==> config.mk <==
export PLATFORM = sky130hd
export DESIGN_NAME = d64_sector_server_flat
export DESIGN_NICKNAME = d
export VERILOG_FILES = /design/src/rtl/d64_sector_server_if.sv /design/src/rtl/d64_sector_server.sv /design/src/flat_wrapper.sv
export SDC_FILE = /design/constraint.sdc
export NUM_CORES = 1
export LEC_CHECK = 0
export CORE_MARGIN = 8
export CORE_UTILIZATION = 40
export CTS_BUF_LIST = sky130_fd_sc_hd__clkbuf_16
export DETAILED_ROUTE_END_ITERATION = 7
export PLACE_DENSITY = 0.86
export RECOVER_POWER = 100
export SLEW_MARGIN = 20
export SYNTH_ARGS = -nofsm -noshare
export SYNTH_HDL_FRONTEND = slang
export SYNTH_SLANG_ARGS = --single-unit
==> constraint.sdc <==
create_clock -name clk -period 1.9 [get_ports clk]
set_input_delay 0.19 -clock clk [delete_from_list [all_inputs] [get_ports clk]]
set_output_delay 0.19 -clock clk [all_outputs]
set_load 0.02 [all_outputs]
==> src/rtl/d64_sector_server_if.sv <==
// Sector-transfer bus between the SD controller and the sector server,
// plus the byte-wide port into the disk-image store.
interface d64_sector_server_if #(
  parameter int ADDR_W = 24
);
  logic [31:0]       io_lba;
  logic              io_rd;
  logic              io_wr;
  logic              io_ack;
  logic              io_conf;
  logic              io_sdhc;
  logic [7:0]        io_din;
  logic              io_din_strobe;
  logic [7:0]        io_dout;
  logic              io_dout_strobe;
  logic [ADDR_W-1:0] mem_addr;
  logic              mem_rd;
  logic              mem_wr;
  logic [7:0]        mem_wdata;
  logic [7:0]        mem_rdata;
  logic              mem_ready;

  modport slave (
    input  io_lba, io_rd, io_wr, io_conf, io_sdhc, io_dout, mem_rdata, mem_ready,
    output io_ack, io_din, io_din_strobe, io_dout_strobe,
    output mem_addr, mem_rd, mem_wr, mem_wdata
  );

  modport master (
    output io_lba, io_rd, io_wr, io_conf, io_sdhc, io_dout, mem_rdata, mem_ready,
    input  io_ack, io_din, io_din_strobe, io_dout_strobe,
    input  mem_addr, mem_rd, mem_wr, mem_wdata
  );
endinterface

==> src/rtl/d64_sector_server.sv <==
// Serves 256-byte sector reads/writes for the drive SD controller out of a
// byte-wide image memory; out-of-range sectors read as zero and drop writes.
module d64_sector_server #(
  parameter int ADDR_W     = 24,
  parameter int LBA_LIMIT  = 683,
  parameter int STROBE_GAP = 2
) (
  input  logic                   clk,
  input  logic                   reset,
  d64_sector_server_if.slave     bus,
  output logic                   busy
);

  typedef enum logic [2:0] {IDLE, RD_MEM, RD_OUT, WR_IN, WR_MEM, GAP, DONE} state_t;

  state_t            state_q, state_d;
  logic [7:0]        idx_q, idx_d;
  logic [ADDR_W-9:0] sector_q, sector_d;
  logic              oor_q, oor_d;
  logic              is_wr_q, is_wr_d;
  logic [7:0]        data_q, data_d;
  logic [3:0]        gap_q, gap_d;

  logic [31:0]       sector_full;
  logic              advance;
  logic              mem_rd, mem_wr, din_strobe, dout_strobe;
  state_t            resume;

  // NOTE: every variable gets a default before the case so no latch is inferred.
  always_comb begin
    state_d     = state_q;
    idx_d       = idx_q;
    sector_d    = sector_q;
    oor_d       = oor_q;
    is_wr_d     = is_wr_q;
    data_d      = data_q;
    gap_d       = gap_q;
    advance     = 1'b0;
    mem_rd      = 1'b0;
    mem_wr      = 1'b0;
    din_strobe  = 1'b0;
    dout_strobe = 1'b0;
    sector_full = bus.io_sdhc ? bus.io_lba : {8'h00, bus.io_lba[31:8]};
    resume      = is_wr_q ? WR_IN : RD_MEM;

    case (state_q)
      IDLE: begin
        if (bus.io_rd || bus.io_wr) begin
          sector_d = sector_full[ADDR_W-9:0];
          oor_d    = (sector_full >= 32'(LBA_LIMIT)) || bus.io_conf;
          idx_d    = 8'h00;
          is_wr_d  = !bus.io_rd;
          state_d  = bus.io_rd ? RD_MEM : WR_IN;
        end
      end
      RD_MEM: begin
        mem_rd = !oor_q;
        if (oor_q) begin
          data_d  = 8'h00;
          state_d = RD_OUT;
        end else if (bus.mem_ready) begin
          data_d  = bus.mem_rdata;
          state_d = RD_OUT;
        end
      end
      RD_OUT: begin
        din_strobe = 1'b1;
        advance    = 1'b1;
      end
      WR_IN: begin
        dout_strobe = 1'b1;
        data_d      = bus.io_dout;
        if (oor_q) advance = 1'b1;
        else       state_d = WR_MEM;
      end
      WR_MEM: begin
        mem_wr = 1'b1;
        if (bus.mem_ready) advance = 1'b1;
      end
      GAP: begin
        if (gap_q == 4'(STROBE_GAP - 1)) state_d = resume;
        else                             gap_d   = gap_q + 4'd1;
      end
      DONE: begin
        if (!bus.io_rd && !bus.io_wr) state_d = IDLE;
      end
      default: state_d = IDLE;
    endcase

    // Byte finished: close the sector or step to the next byte.
    if (advance) begin
      if (idx_q == 8'hFF) begin
        state_d = DONE;
      end else begin
        idx_d = idx_q + 8'd1;
        if (STROBE_GAP == 0) begin
          state_d = resume;
        end else begin
          state_d = GAP;
          gap_d   = 4'd0;
        end
      end
    end
  end

  // NOTE: sequential state is updated with non-blocking assignments only.
  always_ff @(posedge clk) begin
    if (!reset) begin
      state_q  <= IDLE;
      idx_q    <= '0;
      sector_q <= '0;
      oor_q    <= 1'b0;
      is_wr_q  <= 1'b0;
      data_q   <= '0;
      gap_q    <= '0;
    end else begin
      state_q  <= state_d;
      idx_q    <= idx_d;
      sector_q <= sector_d;
      oor_q    <= oor_d;
      is_wr_q  <= is_wr_d;
      data_q   <= data_d;
      gap_q    <= gap_d;
    end
  end

  assign bus.io_ack         = (state_q != IDLE) && (state_q != DONE);
  assign bus.io_din         = data_q;
  assign bus.io_din_strobe  = din_strobe;
  assign bus.io_dout_strobe = dout_strobe;
  assign bus.mem_addr       = {sector_q, idx_q};
  assign bus.mem_rd         = mem_rd;
  assign bus.mem_wr         = mem_wr;
  assign bus.mem_wdata      = data_q;
  assign busy               = (state_q != IDLE);

endmodule

==> src/flat_wrapper.sv <==
// flat-port wrapper written by rule: the top's interface ports become plain ports
module d64_sector_server_flat 
#(
  parameter int ADDR_W     = 24,
  parameter int LBA_LIMIT  = 683,
  parameter int STROBE_GAP = 2
)
  (clk, reset, busy, bus_io_lba, bus_io_rd, bus_io_wr, bus_io_conf, bus_io_sdhc, bus_io_dout, bus_mem_rdata, bus_mem_ready, bus_io_ack, bus_io_din, bus_io_din_strobe, bus_io_dout_strobe, bus_mem_addr, bus_mem_rd, bus_mem_wr, bus_mem_wdata);
  d64_sector_server_if #(.ADDR_W(ADDR_W)) bus_i ();
  input  logic clk;
  input  logic reset;
  output logic busy;
  input wire logic [$bits(bus_i.io_lba)-1:0] bus_io_lba;
  input wire logic [$bits(bus_i.io_rd)-1:0] bus_io_rd;
  input wire logic [$bits(bus_i.io_wr)-1:0] bus_io_wr;
  input wire logic [$bits(bus_i.io_conf)-1:0] bus_io_conf;
  input wire logic [$bits(bus_i.io_sdhc)-1:0] bus_io_sdhc;
  input wire logic [$bits(bus_i.io_dout)-1:0] bus_io_dout;
  input wire logic [$bits(bus_i.mem_rdata)-1:0] bus_mem_rdata;
  input wire logic [$bits(bus_i.mem_ready)-1:0] bus_mem_ready;
  output wire logic [$bits(bus_i.io_ack)-1:0] bus_io_ack;
  output wire logic [$bits(bus_i.io_din)-1:0] bus_io_din;
  output wire logic [$bits(bus_i.io_din_strobe)-1:0] bus_io_din_strobe;
  output wire logic [$bits(bus_i.io_dout_strobe)-1:0] bus_io_dout_strobe;
  output wire logic [$bits(bus_i.mem_addr)-1:0] bus_mem_addr;
  output wire logic [$bits(bus_i.mem_rd)-1:0] bus_mem_rd;
  output wire logic [$bits(bus_i.mem_wr)-1:0] bus_mem_wr;
  output wire logic [$bits(bus_i.mem_wdata)-1:0] bus_mem_wdata;
  assign bus_i.io_lba = bus_io_lba;
  assign bus_i.io_rd = bus_io_rd;
  assign bus_i.io_wr = bus_io_wr;
  assign bus_i.io_conf = bus_io_conf;
  assign bus_i.io_sdhc = bus_io_sdhc;
  assign bus_i.io_dout = bus_io_dout;
  assign bus_i.mem_rdata = bus_mem_rdata;
  assign bus_i.mem_ready = bus_mem_ready;
  assign bus_io_ack = bus_i.io_ack;
  assign bus_io_din = bus_i.io_din;
  assign bus_io_din_strobe = bus_i.io_din_strobe;
  assign bus_io_dout_strobe = bus_i.io_dout_strobe;
  assign bus_mem_addr = bus_i.mem_addr;
  assign bus_mem_rd = bus_i.mem_rd;
  assign bus_mem_wr = bus_i.mem_wr;
  assign bus_mem_wdata = bus_i.mem_wdata;
  d64_sector_server #(.ADDR_W(ADDR_W), .LBA_LIMIT(LBA_LIMIT), .STROBE_GAP(STROBE_GAP)) u_core (.clk(clk), .reset(reset), .bus(bus_i), .busy(busy));
endmodule
==> metrics.md <==
| Metric | Value |
|---|---|
| Status | `finished clean` |
| Power per cell area | `1315 nW/um^2` |
| Hold depth | `2` |
| Setup TNS | `0 ns` |
| GPL Wtd Cong | `0.9048` |
| Clock transition at path regs | `0.06 ns` |
| Crit path launch type | `register` |
| DRC viols | `0` |
| Number of flops mapped to enable cells by yosys | `0` |
| R2R cell count | `5` |
| CTS Buf Count | `5` |
| Die footprint | `8549 um^2` |
| CTS Buffer Depth | `2` |
| Gate Count Post-Synth | `277` |
| Async SR Flop Fraction | `0%` |
| Hold Crit Start | `u_core.sector_q[7]` |
| Number of global-route vias before repair | `2684` |
| Synthesized area | `2338 um^2` |
| CP endpoint kind | `output pin` |
| GRT overflow | `0` |
| DIE HEIGHT | `92.46 um` |
| Slew HR | `68.83%` |
| Post-CTS Setup Inserts | `0` |
| Post-DRT Antenna Nets | `0` |
| Final HPWL DP | `5985 um` |
| Layout cells sized above 1 | `9.711%` |
| Antenna Cells | `0` |
| FP Rows | `28` |
| Largest net degree at the start of global routing | `34` |
| Seq/Total Area, Yosys | `35.10%` |
| H-tree depth | `2` |
| R2R setup slack | `0.14 ns` |
| Core Area | `5781 um^2` |
| Finish-stage setup viols | `0` |
| Post-synth top area share | `35.10%` |
| 1st-iter DRT viols | `116` |
| # IOs | `101` |
| Max-Cap Viols | `0` |
| Leakage | `1.456 nW` |
| Pins over their slew limit | `0` |
| Least-Margin Pin Slew | `0.4627 ns` |
| Clk Latency, worst-skew pair | `0.29 ns` |
| Worst r2r dst | `u_core.idx_q[5]` |
| Worst Path Max Fanout | `7` |
| Vias per cell | `5.485` |
| Antenna violations before repair | `0` |
| Achievable frequency | `558.2 MHz` |
| Vias | `2501` |
| Synth Register Bits | `41` |
| Final period util | `94.29%` |
| Worst flop-to-flop path startpoint | `u_core.state_q[2]` |
| Drt total wl | `7510 um` |
| Crit path time final | `1.791 ns` |
| Num Clock Sinks | `41` |
| CTS tree | `built` |
| Predominant post-synthesis flop cell | `dfxtp_1` |
| Power Total | `4.719 mW` |
| Ys Warns | `0` |
| CP Class | `reg -> out` |
| Unique cell type count in the Yosys netlist | `53` |
| Syn Nets | `335` |
| Mean cell area of the mapped netlist | `8.442 um^2` |
| Syn-to-layout area delta | `53.50%` |
| Final hold viol count | `0` |
| Detailed Routing Iterations Pass 1 | `4` |
| Nets | `438` |
| Arrival @ worst endpoint | `1.60 ns` |
| Maximum vdd ir drop | `0.0006898 V` |
| First-pass GRT wire length | `12420 um` |
| Worst min path class | `reg -> reg` |
| Clk root buf | `clkbuf_16` |
| Die X | `92.46 um` |
| Hold Path End | `u_core.sector_q[7]` |
| Critical Path RT | `1.71 ns` |
| Unrepaired setup endpoints after global routing | `no` |
| Cell taking the most area after synthesis | `dfxtp_1` |
| All-layer global routing usage | `17.87%` |
| PortBufs | `100` |
| WL/cell | `16.47 um` |
| Clk_skew | `0.006596 ns` |
| Initial Util | `40.45%` |
| Largest cells by area after synthesis | `dfxtp_1 (35%), a211oi_1 (8.3%), mux2i_1 (6.8%), nor2_1 (6.4%), buf_4 (4.5%)` |
synthesized netlist by cell type (3+ instances only):
master / instances
clkbuf_1: 6
nand3_1: 9
buf_4: 14
mux2i_1: 16
nor3_1: 6
nor2_1: 40
ha_1: 3
inv_1: 5
nand4_1: 3
nand2_1: 12
nand2b_1: 4
buf_2: 4
nor3b_1: 10
nand4b_1: 3
a31oi_1: 5
a211oi_1: 26
a21oi_1: 19
dfxtp_1: 41
o21ai_0: 9
repair_timing:
item | 4_1_cts | 5_1_grt
resized for setup | 5 | 2
setup endpoints to repair | 5 | 2
pin swaps | 0 | 0
cloned | 0 | 0
hold buffers | 0 | 0
metal layers:
metal | track usage (%) | vias up | part of all wire [%]
met2 | 30.33 | 92 | 49
met5 | 0 | - | 0
li1 | - | 1224 | -
met1 | 18.68 | 1168 | 40
met4 | 8.188 | 0 | 2.6
met3 | 7.848 | 17 | 8.5
cells by family after synthesis:
logic type,count (synthesis),synth area share (%)
multiplexers,17,7.330
adder cells (fa/ha/maj),3,1.605
buffers and inverters,31,7.758
AO/OA/AOI/OAI,77,22.79
flip-flops,41,35.10
AND/OR/NAND/NOR,106,24.67
XOR/XNOR,2,0.7492
power by group:
group / switching (mW) / total [mW] / internal [mW]
combinational: 1.36 / 2.43 / 1.07
sequential: 0.188 / 1.31 / 1.12
clock: 0.364 / 0.986 / 0.622
metrics by stage:
stage | hold WS, ns | std cells | utilization, % | setup slack (ns) | instance area [um^2]
6_report | 0.4962 | 456 | 62.10 | 0.1086 | 3590
5_1_grt | 0.5225 | 456 | 62.10 | 0.005800 | 3590
3_5_place_dp | 0.4930 | 448 | 59.81 | 0.1062 | 3457
2_1_floorplan | 0.2866 | 277 | - | 0.1561 | 2338
3_3_place_gp | 0.4843 | 448 | 59.81 | 0.1485 | 3457
4_1_cts | 0.5038 | 456 | 62.62 | 0.008901 | 3620
final cells by class:
type / instances / area (um^2)
clock inverter: 3 / 43.79
timing repair buffer: 121 / 1161
multi-input combinational: 205 / 1323
inverter: 6 / 22.52
sequential: 41 / 820.8
clock buffer: 5 / 125.1
tap: 75 / 93.84
fill: 505 / 2191
worst max-delay path, cell delays in order (launching register included):
cell           delay, ns
dfxtp_1             0.42
and2b_1             0.22
or3_1               0.34
dlygate4sd2_1       0.33
placed cells by master (no fill, tap or decap), types with 2 or more instances in the layout:
master           count
clkdlybuf4s50_1     54
or3_1                2
a211oi_1            26
dlygate4sd3_1       40
clkbuf_1             3
nor2_2               2
clkbuf_16            5
nand2_1             12
buf_12               2
nand2b_1             4
nand4b_1             3
nand4_1              3
inv_1                6
o31a_1               2
nand3_1              9
dfxtp_1             41
o21a_1               2
nor2b_1              2
a21o_1               2
a31oi_1              5
mux2i_1             16
buf_4               16
ha_1                 3
dlygate4sd2_1        5
nor3b_1             10
a21oi_1             19
o21ai_0              9
nor2_1              40
nor3_1               7
nor4_1               2
how the worst max path moves through the flow:
| stage | startpoint | to | slack [ns] | depth (start not counted) |
|---|---|---|---|---|
| 6_report | u_core.state_q[2] | bus_io_ack | 0.11 | 3 |
| 5_1_grt | u_core.state_q[2] | u_core.idx_q[5] | 0.006 | 5 |
| 4_1_cts | u_core.state_q[2] | bus_mem_wr | 0.009 | 2 |
| 3_5_place_dp | bus_io_wr | u_core.idx_q[0] | 0.11 | 5 |
| 3_3_place_gp | bus_io_wr | u_core.idx_q[0] | 0.15 | 5 |
| 2_1_floorplan | u_core.idx_q[0] | u_core.idx_q[5] | 0.16 | 7 |
registers in the layout, indices dropped and copies added (netlist names):
name               flops
u_core.bus.io_din      8
u_core.gap_q           4
u_core.idx_q           8
u_core.is_wr_q         1
u_core.oor_q           1
u_core.sector_q       16
u_core.state_q         3
Power figures use the tool's default switching activity.
